[src/rtl/vlsu_seq.sv]
// Strided vector load/store sequencer driving a 4-port byte-addressed data memory.
// Issues up to four elements per cycle and assembles extended load data into a result vector.
module vlsu_seq #(
    parameter int unsigned ADDR_WIDTH = 10,
    parameter int unsigned VLMAX      = 16
) (
    input  logic                      clk,
    input  logic                      rst_n,
    input  logic                      reqValid,
    output logic                      reqReady,
    input  logic                      reqStore,
    input  logic [1:0]                reqEew,
    input  logic                      reqSigned,
    input  logic [ADDR_WIDTH-1:0]     reqBase,
    input  logic [ADDR_WIDTH-1:0]     reqStride,
    input  logic [$clog2(VLMAX):0]    reqVl,
    input  logic [32*VLMAX-1:0]       reqStoreData,
    output logic [2:0]                writeEnable0,
    output logic [2:0]                writeEnable1,
    output logic [2:0]                writeEnable2,
    output logic [2:0]                writeEnable3,
    output logic [2:0]                readEnable0,
    output logic [2:0]                readEnable1,
    output logic [2:0]                readEnable2,
    output logic [2:0]                readEnable3,
    output logic [ADDR_WIDTH-1:0]     addr0,
    output logic [ADDR_WIDTH-1:0]     addr1,
    output logic [ADDR_WIDTH-1:0]     addr2,
    output logic [ADDR_WIDTH-1:0]     addr3,
    output logic [31:0]               writeData0,
    output logic [31:0]               writeData1,
    output logic [31:0]               writeData2,
    output logic [31:0]               writeData3,
    input  logic [31:0]               readData0,
    input  logic [31:0]               readData1,
    input  logic [31:0]               readData2,
    input  logic [31:0]               readData3,
    output logic                      doneValid,
    output logic                      doneError,
    output logic [32*VLMAX-1:0]       loadData
);

    localparam int unsigned VlW  = $clog2(VLMAX) + 1;
    localparam int unsigned IdxW = $clog2(VLMAX);

    typedef enum logic [1:0] {StIdle, StRun, StDone} state_e;

    state_e                  state_q;
    logic                    store_q;
    logic                    signed_q;
    logic [1:0]              eew_q;
    logic [ADDR_WIDTH-1:0]   stride_q;
    logic [ADDR_WIDTH-1:0]   addr_cur_q;
    logic [VlW-1:0]          vl_q;
    logic [VlW-1:0]          elem_q;
    logic [32*VLMAX-1:0]     sdata_q;
    logic [32*VLMAX-1:0]     load_q;

    logic [2:0]              code;
    logic [31:0]             mask;
    logic                    lane_act  [4];
    logic [IdxW-1:0]         lane_idx  [4];
    logic [ADDR_WIDTH-1:0]   lane_addr [4];
    logic [31:0]             lane_wd   [4];
    logic [2:0]              lane_we   [4];
    logic [2:0]              lane_re   [4];
    logic [31:0]             rd        [4];
    logic                    last_group;

    function automatic logic [31:0] extend(input logic [31:0] d, input logic [1:0] eew,
                                           input logic sgn);
        logic [31:0] r;
        case (eew)
            2'b00:   r = {{24{sgn & d[7]}}, d[7:0]};
            2'b01:   r = {{16{sgn & d[15]}}, d[15:0]};
            default: r = d;
        endcase
        return r;
    endfunction

    assign rd[0] = readData0;
    assign rd[1] = readData1;
    assign rd[2] = readData2;
    assign rd[3] = readData3;

    always_comb begin
        code = 3'b111;
        mask = 32'hFFFF_FFFF;
        case (eew_q)
            2'b00: begin code = 3'b001; mask = 32'h0000_00FF; end
            2'b01: begin code = 3'b011; mask = 32'h0000_FFFF; end
            default: ;
        endcase
    end

    // Memory-side lane signals decode only latched request state, never the req* inputs.
    always_comb begin
        for (int k = 0; k < 4; k++) begin
            lane_idx[k]  = elem_q[IdxW-1:0] + IdxW'(k);
            lane_act[k]  = (state_q == StRun) &&
                           ((VlW+1)'(elem_q) + (VlW+1)'(k) < (VlW+1)'(vl_q));
            lane_addr[k] = '0;
            lane_wd[k]   = '0;
            lane_we[k]   = '0;
            lane_re[k]   = '0;
            if (lane_act[k]) begin
                lane_addr[k] = addr_cur_q + ADDR_WIDTH'(k) * stride_q;
                if (store_q) begin
                    lane_we[k] = code;
                    lane_wd[k] = sdata_q[32*lane_idx[k] +: 32] & mask;
                end else begin
                    lane_re[k] = code;
                end
            end
        end
    end

    assign last_group = ((VlW+1)'(elem_q) + (VlW+1)'(4)) >= (VlW+1)'(vl_q);

    always_ff @(posedge clk or negedge rst_n) begin
        if (!rst_n) begin
            state_q    <= StIdle;
            store_q    <= 1'b0;
            signed_q   <= 1'b0;
            eew_q      <= 2'b00;
            stride_q   <= '0;
            addr_cur_q <= '0;
            vl_q       <= '0;
            elem_q     <= '0;
            sdata_q    <= '0;
            load_q     <= '0;
        end else begin
            case (state_q)
                StIdle: begin
                    if (reqValid) begin
                        store_q    <= reqStore;
                        signed_q   <= reqSigned;
                        eew_q      <= reqEew;
                        stride_q   <= reqStride;
                        addr_cur_q <= reqBase;
                        vl_q       <= reqVl;
                        elem_q     <= '0;
                        sdata_q    <= reqStoreData;
                        if (!reqStore) load_q <= '0;
                        state_q    <= (reqVl == '0 || reqEew == 2'b11) ? StDone : StRun;
                    end
                end
                StRun: begin
                    for (int k = 0; k < 4; k++) begin
                        if (lane_act[k] && !store_q) begin
                            load_q[32*lane_idx[k] +: 32] <= extend(rd[k], eew_q, signed_q);
                        end
                    end
                    elem_q     <= elem_q + VlW'(4);
                    addr_cur_q <= addr_cur_q + (stride_q << 2);
                    if (last_group) state_q <= StDone;
                end
                StDone:  state_q <= StIdle;
                default: state_q <= StIdle;
            endcase
        end
    end

    assign reqReady  = (state_q == StIdle);
    assign doneValid = (state_q == StDone);
    assign doneError = (state_q == StDone) && (eew_q == 2'b11);
    assign loadData  = load_q;

    assign writeEnable0 = lane_we[0];
    assign writeEnable1 = lane_we[1];
    assign writeEnable2 = lane_we[2];
    assign writeEnable3 = lane_we[3];
    assign readEnable0  = lane_re[0];
    assign readEnable1  = lane_re[1];
    assign readEnable2  = lane_re[2];
    assign readEnable3  = lane_re[3];
    assign addr0        = lane_addr[0];
    assign addr1        = lane_addr[1];
    assign addr2        = lane_addr[2];
    assign addr3        = lane_addr[3];
    assign writeData0   = lane_wd[0];
    assign writeData1   = lane_wd[1];
    assign writeData2   = lane_wd[2];
    assign writeData3   = lane_wd[3];

endmodule

[config.mk]
export PLATFORM = sky130hd
export DESIGN_NAME = vlsu_seq
export DESIGN_NICKNAME = d
export VERILOG_FILES = /design/src/rtl/vlsu_seq.sv
export SDC_FILE = /design/constraint.sdc
export NUM_CORES = 2
export LEC_CHECK = 0
export CELL_PAD_IN_SITES_DETAIL_PLACEMENT = 0
export CELL_PAD_IN_SITES_GLOBAL_PLACEMENT = 1
export CORE_AREA = 2 2 542 544
export CTS_CLUSTER_DIAMETER = 150
export DETAILED_ROUTE_END_ITERATION = 12
export DIE_AREA = 0 0 544 546
export MAX_ROUTING_LAYER = met4
export PLACE_DENSITY = 0.49
export SLEW_MARGIN = 20
export SYNTH_ARGS = -nofsm -noshare
export SYNTH_HDL_FRONTEND = slang
export SYNTH_SLANG_ARGS = --single-unit
[constraint.sdc]
create_clock -name clk -period 6.32 [get_ports clk]
set_input_delay 1.264 -clock clk [delete_from_list [all_inputs] [get_ports clk]]
set_output_delay 1.264 -clock clk [all_outputs]
set_load 0.005 [all_outputs]
Word-level counts from Yosys, hierarchy flattened

Cells that the tools add are included.
Widths: inputs -> output; s select.

Logic and storage cells: 141
Flip-flop bits (word level): 1060

Multiply operators: 1
Eq/ne operators: 8
Add/subtract/negate cells: 16
Multiplexer cells: 58
$lt $le $gt $ge: 5
Reduce and logical (&&, ||, !) cells: 19
Bitwise operators: 12
Shift operators: 12

Operators by type and width:

| cell                      | number |
|---|---|
| $mux 512                  | 9 |
| $bwmux 512                | 4 |
| $shift 32x34->512 const A | 4 |
| $shiftx 32x34->512        | 4 |
| $shiftx 512x10->32        | 4 |
| $pmux 512 s2              | 1 |
| $mux 32                   | 16 |
| $pmux 32 s2               | 5 |
| $neg 9->34                | 4 |
| $and 32x32->32            | 4 |
| $mux 10                   | 5 |
| $add 10x10->10            | 4 |
| $mux 3                    | 10 |
| $pmux 10 s2               | 1 |
| $lt 6x5->1                | 3 |
| $add 5x2->6 const B       | 2 |
| $mul 2x10->10 const A     | 1 |
| $pmux 5 s2                | 1 |
| $logic_and 1x1->1         | 9 |
| $add 4x2->4 const B       | 2 |
| $and 1x1->1               | 8 |
| $add 5x1->6 const B       | 1 |
| $add 5x3->6 const B       | 1 |
| $eq 2x2->1 const B        | 3 |
| other kinds (17)          | 25 |

Logic depth before layout (Yosys ltp)

Word-level depth: 18
Mapped depth: 16
Gate-level depth less buffers: 9

Worst setup path after synthesis

Ideal clock, no wire load.

Path kind: reg-to-output
From: reg elem_q[3]
To: out addr3[4]
Path slack: 1.403 ns
Required time: 5.056 ns
Buffers on the path: 6
Stages on the path, launching flop included: 15
Data arrival time: 3.653 ns
Path through: dfrtp_1 -> clkbuf_1 -> clkbuf_1 -> clkbuf_1 -> inv_1 -> ha_1 -> clkbuf_1 -> inv_1 -> ha_1 -> o21a_1 -> o21ai_1 -> clkbuf_1 -> clkbuf_1 -> nand2_1 -> nor3_1

Word-level cells in the longest chain between the ends: 4

RTL lines:

| item                     | RTL line | RTL |
|---|---|---|
| start: declaration       | 55       | `logic [VlW-1:0] elem_q;` |
| start signal: assignment | 154      | `elem_q <= elem_q + VlW'(4);` |
| $add 5x2->6              | 101      | `((VlW+1)'(elem_q) + (VlW+1)'(k) < (VlW+1)'(vl_q));` |
| $lt 6x5->1               | 101      |  |
| $logic_and 1x1->1        | 100      | `lane_act[k] = (state_q == StRun) &&` |
| $mux 10                  | 106      | `if (lane_act[k]) begin` |
| end: declaration         | 29       | `output logic [ADDR_WIDTH-1:0] addr3,` |

Every way passes these cells.

Final worst setup path

From: reg elem_q[3]
To: out writeData3[2]

Word-level cells in the longest chain between the ends: 5

RTL lines:

| item               | RTL line | RTL |
|---|---|---|
| $add 4x2->4        | 99       | `lane_idx[k] = elem_q[IdxW-1:0] + IdxW'(k);` |
| $shiftx 512x10->32 | 110      | `lane_wd[k] = sdata_q[32*lane_idx[k] +: 32] & mask;` |
| $and 32x32->32     | 110      |  |
| $mux 32            | 108      | `if (store_q) begin` |
| $mux 32 (*)        | 106      |  |
| end: declaration   | 33       | `output logic [31:0] writeData3,` |

Mark *: on every way between the ends. The rest lies on a longest branch, timed or not.

==> summary.md <==
| Metric | Value |
|---|---|
| Worst setup path class | `register to output port` |
| GRT Overall Usage | `18.1%` |
| Synth warnings | `0` |
| Top-area cell type share of the netlist area | `approximately 55%` |
| Seq/Total Area, Yosys | `55.1%` |
| Cell Area, Synth | `~0.048 mm²` |
| CTS Buf Count | `144` |
| Top cells by area, synth | `dfrtp_1, nand2_1, mux4_2, a22o_1, a21oi_1` |
| FP Rows | `between 150 and 200` |
| Register area | `approximately 0.026 mm²` |
| Ys async rst share | `between 90% and 100%` |
| Final Skew | `just under 0.05 ns` |
| Maximum VDD drop | `between 0.0002 and 0.0003 V` |
| Area of the multi-input gates | `0.0203 mm²` |
| Die Y | `546 µm` |
| Core Footprint | `a little under 0.3 mm²` |
| CTS tree | `done` |
| Die area | `slightly below 0.3 mm²` |
| Most common cell after layout, fill and taps aside | `nand2_1` |
| Routed len/inst | `25.8 µm` |
| Avg Cell Area, Syn | `9.53 µm²` |
| Post-synthesis cell type count | `about 70` |
| Post-route setup TNS | `0 ns` |
| CP Data Required Time | `~5.1 ns` |
| Cell taking the most area after synthesis | `dfrtp_1` |
| Initial DRC Count | `roughly 2600` |
| Post-synth top flop | `dfrtp_1` |
| Ports | `approximately 1400` |
| Post-Syn Instances | `about 5000` |
| Hold Path Class | `register to register` |
| Count of final max-slew check failures | `0` |
| Routed WL | `between 200 and 300 mm` |
| R2R depth | `14` |
| Crit Path Max Fanout | `21` |
| WP data arrival | `between 4 and 5 ns` |
| Antenna viol nets, final | `0` |
| Total global routing overflow | `0` |
| Seq cells post-synth | `roughly 1100` |
| Initial antenna violation count | `roughly 130` |
| Hold Violations, Final | `0` |
| DR pass1 iterations | `7` |
| Power per Cell Area | `450 mW/mm²` |
| Via density | `between 4 and 5` |
| Status | `complete, no violations` |
| Worst Tran Pin Value | `roughly 1.1 ns` |
| Hold WS | `0.467 ns` |
| Clock Tree Buf Depth | `4` |
| Final #Nets | `between 7000 and 8000` |
| DRC viols | `0` |
| Most frequent cells in the layout | `nand2_1, clkdlybuf4s50_1, dfrtp_1` |
| Die W | `544 µm` |
| Pin count of the biggest net entering global routing | `175` |
| Initial Utilization | `16.5%` |
| Period Utilization, post-route | `between 80 and 90%` |
| Clock root buffer | `clkbuf_16` |
| First-pass GRT wire length | `371 mm` |
| Final setup fails | `0` |
| Min Tclk post-route | `about 5.7 ns` |
| Clk_lat worst skew | `around 0.8 ns` |
| Number of port buffers | `1378` |
| RSZ-0062 raised after global routing | `no` |
| Vias | `43419` |
| Post-synth EDFFs | `0` |
| Routability Congestion | `~0.84` |
| DPL Wire Length | `204 mm` |
| Hold Crit Depth | `2` |
| Max_cap viols | `0` |
| Design Power | `32.3 mW` |
| H-tree levels | `4` |
| Reg clk slew, reported paths | `roughly 0.05 ns` |
| LEAKAGE | `31.7 nW` |
| Clock Sinks | `1058` |
| Fill cell count | `~32000` |
| Share of cells above drive strength 1 | `slightly below 9%` |
| Max Clk Rate | `between 150 and 200 MHz` |
| Area delta synth->final | `49.2%` |
| Slew headroom | `between 20% and 30%` |
| Crit. End Element | `output port` |
| Number of global-route vias before repair | `44728` |
| Setup crit start kind | `register` |
-- path summary, 6_finish.rpt --
path                                   start             to  slack [ns]
min in group asynchronous              rst_n    sdata_q[55]        0.48
worst min-delay path            sdata_q[247]   sdata_q[247]        0.47
worst max-delay path               elem_q[3]  writeData3[2]        0.67
worst max register to register     elem_q[3]  loadData[491]        1.83
max in group asynchronous              rst_n       eew_q[1]        4.15
worst min register to register  sdata_q[247]   sdata_q[247]        0.47
-- metal layers --
| layer | global-route usage, % | wire, µm |
|---|---|---|
| met5 | - | 0 |
| met4 | 4.86 | 6580 |
| met3 | 5.17 | 21000 |
| met2 | 30.7 | 135000 |
| met1 | 20.7 | 108000 |
-- layout make-up --
cell class,count,share of cell area (%)
Inverter,60,0.314
Tap cell,3919,6.84
Clock inverter,58,1.02
Sequential cell,1058,36.9
Clock buffer,194,5.62
Timing Repair Buffer,1482,20.6
Antenna cell,114,0.398
Multi-Input combinational cell,3569,28.2
-- logic make-up after synthesis --
group / share of synthesized area (%)
AO/OA/AOI/OAI: 9.29
XOR/XNOR: 0.419
adder cells (fa/ha/maj): 1.96
buffers and inverters: 3.55
flip-flops: 55.1
multiplexers: 6.18
other: 0.00780
AND/OR/NAND/NOR: 23.5
-- timing repair --
item,4_1_cts,5_1_grt
setup buffers,0,3
cloned,0,1
hold buffers,0,0
gates resized for setup,1,0
pin swaps,0,1
setup endpoints to repair,10,10
-- power breakdown --
| group | total, mW | internal [mW] | switching (mW) |
|---|---|---|---|
| Clock | 8.38 | 4.96 | 3.42 |
| Sequential | 10.5 | 8.81 | 1.64 |
| Combinational | 13.5 | 5.08 | 8.39 |
-- critical path: stages, from the launching register on --
cell,delay [ns]
dfrtp_4,0.73
inv_1,0.08
buf_4,0.21
ha_4,0.25
inv_1,0.19
ha_1,0.27
o21a_1,0.32
o21ai_2,0.71
and3_1,0.27
clkdlybuf4s50_1,0.50
-- synth_stat cells (17+ instances only) --
cell / number
a21o_1: 27
nand2b_1: 43
o21ai_0: 76
a311oi_1: 17
dfrtp_1: 1058
nand2_1: 1902
nand3_1: 258
buf_2: 65
a21oi_1: 264
or3_1: 55
and3_1: 119
a31o_2: 31
mux4_2: 128
buf_1: 38
inv_1: 59
a22oi_1: 32
nor2_1: 138
nor2b_1: 41
nor3_1: 63
a22o_1: 161
ha_1: 56
clkbuf_1: 249
-- stage by stage --
step / setup WS (ns) / utilization (%) / std cells / cell area, µm²
final: 0.670 / 24.6 / 10454 / 71700
after global routing: 0.301 / 24.6 / 10446 / 71700
after CTS: 0.0977 / 24.4 / 10335 / 71400
after detailed placement: 0.819 / 22.8 / 10083 / 66600
after global placement: 0.894 / 22.8 / 10083 / 66500
after floorplan: 1.40 / - / 5047 / 48100
-- registers in the layout (all words and copies together) (netlist names), 2 cells and up --
name and cells:
eew_q 2, state_q 2, stride_q 10, loadData 512, addr_cur_q 10, elem_q 3, sdata_q 512, vl_q 5
Power figures use the tool's default switching activity.
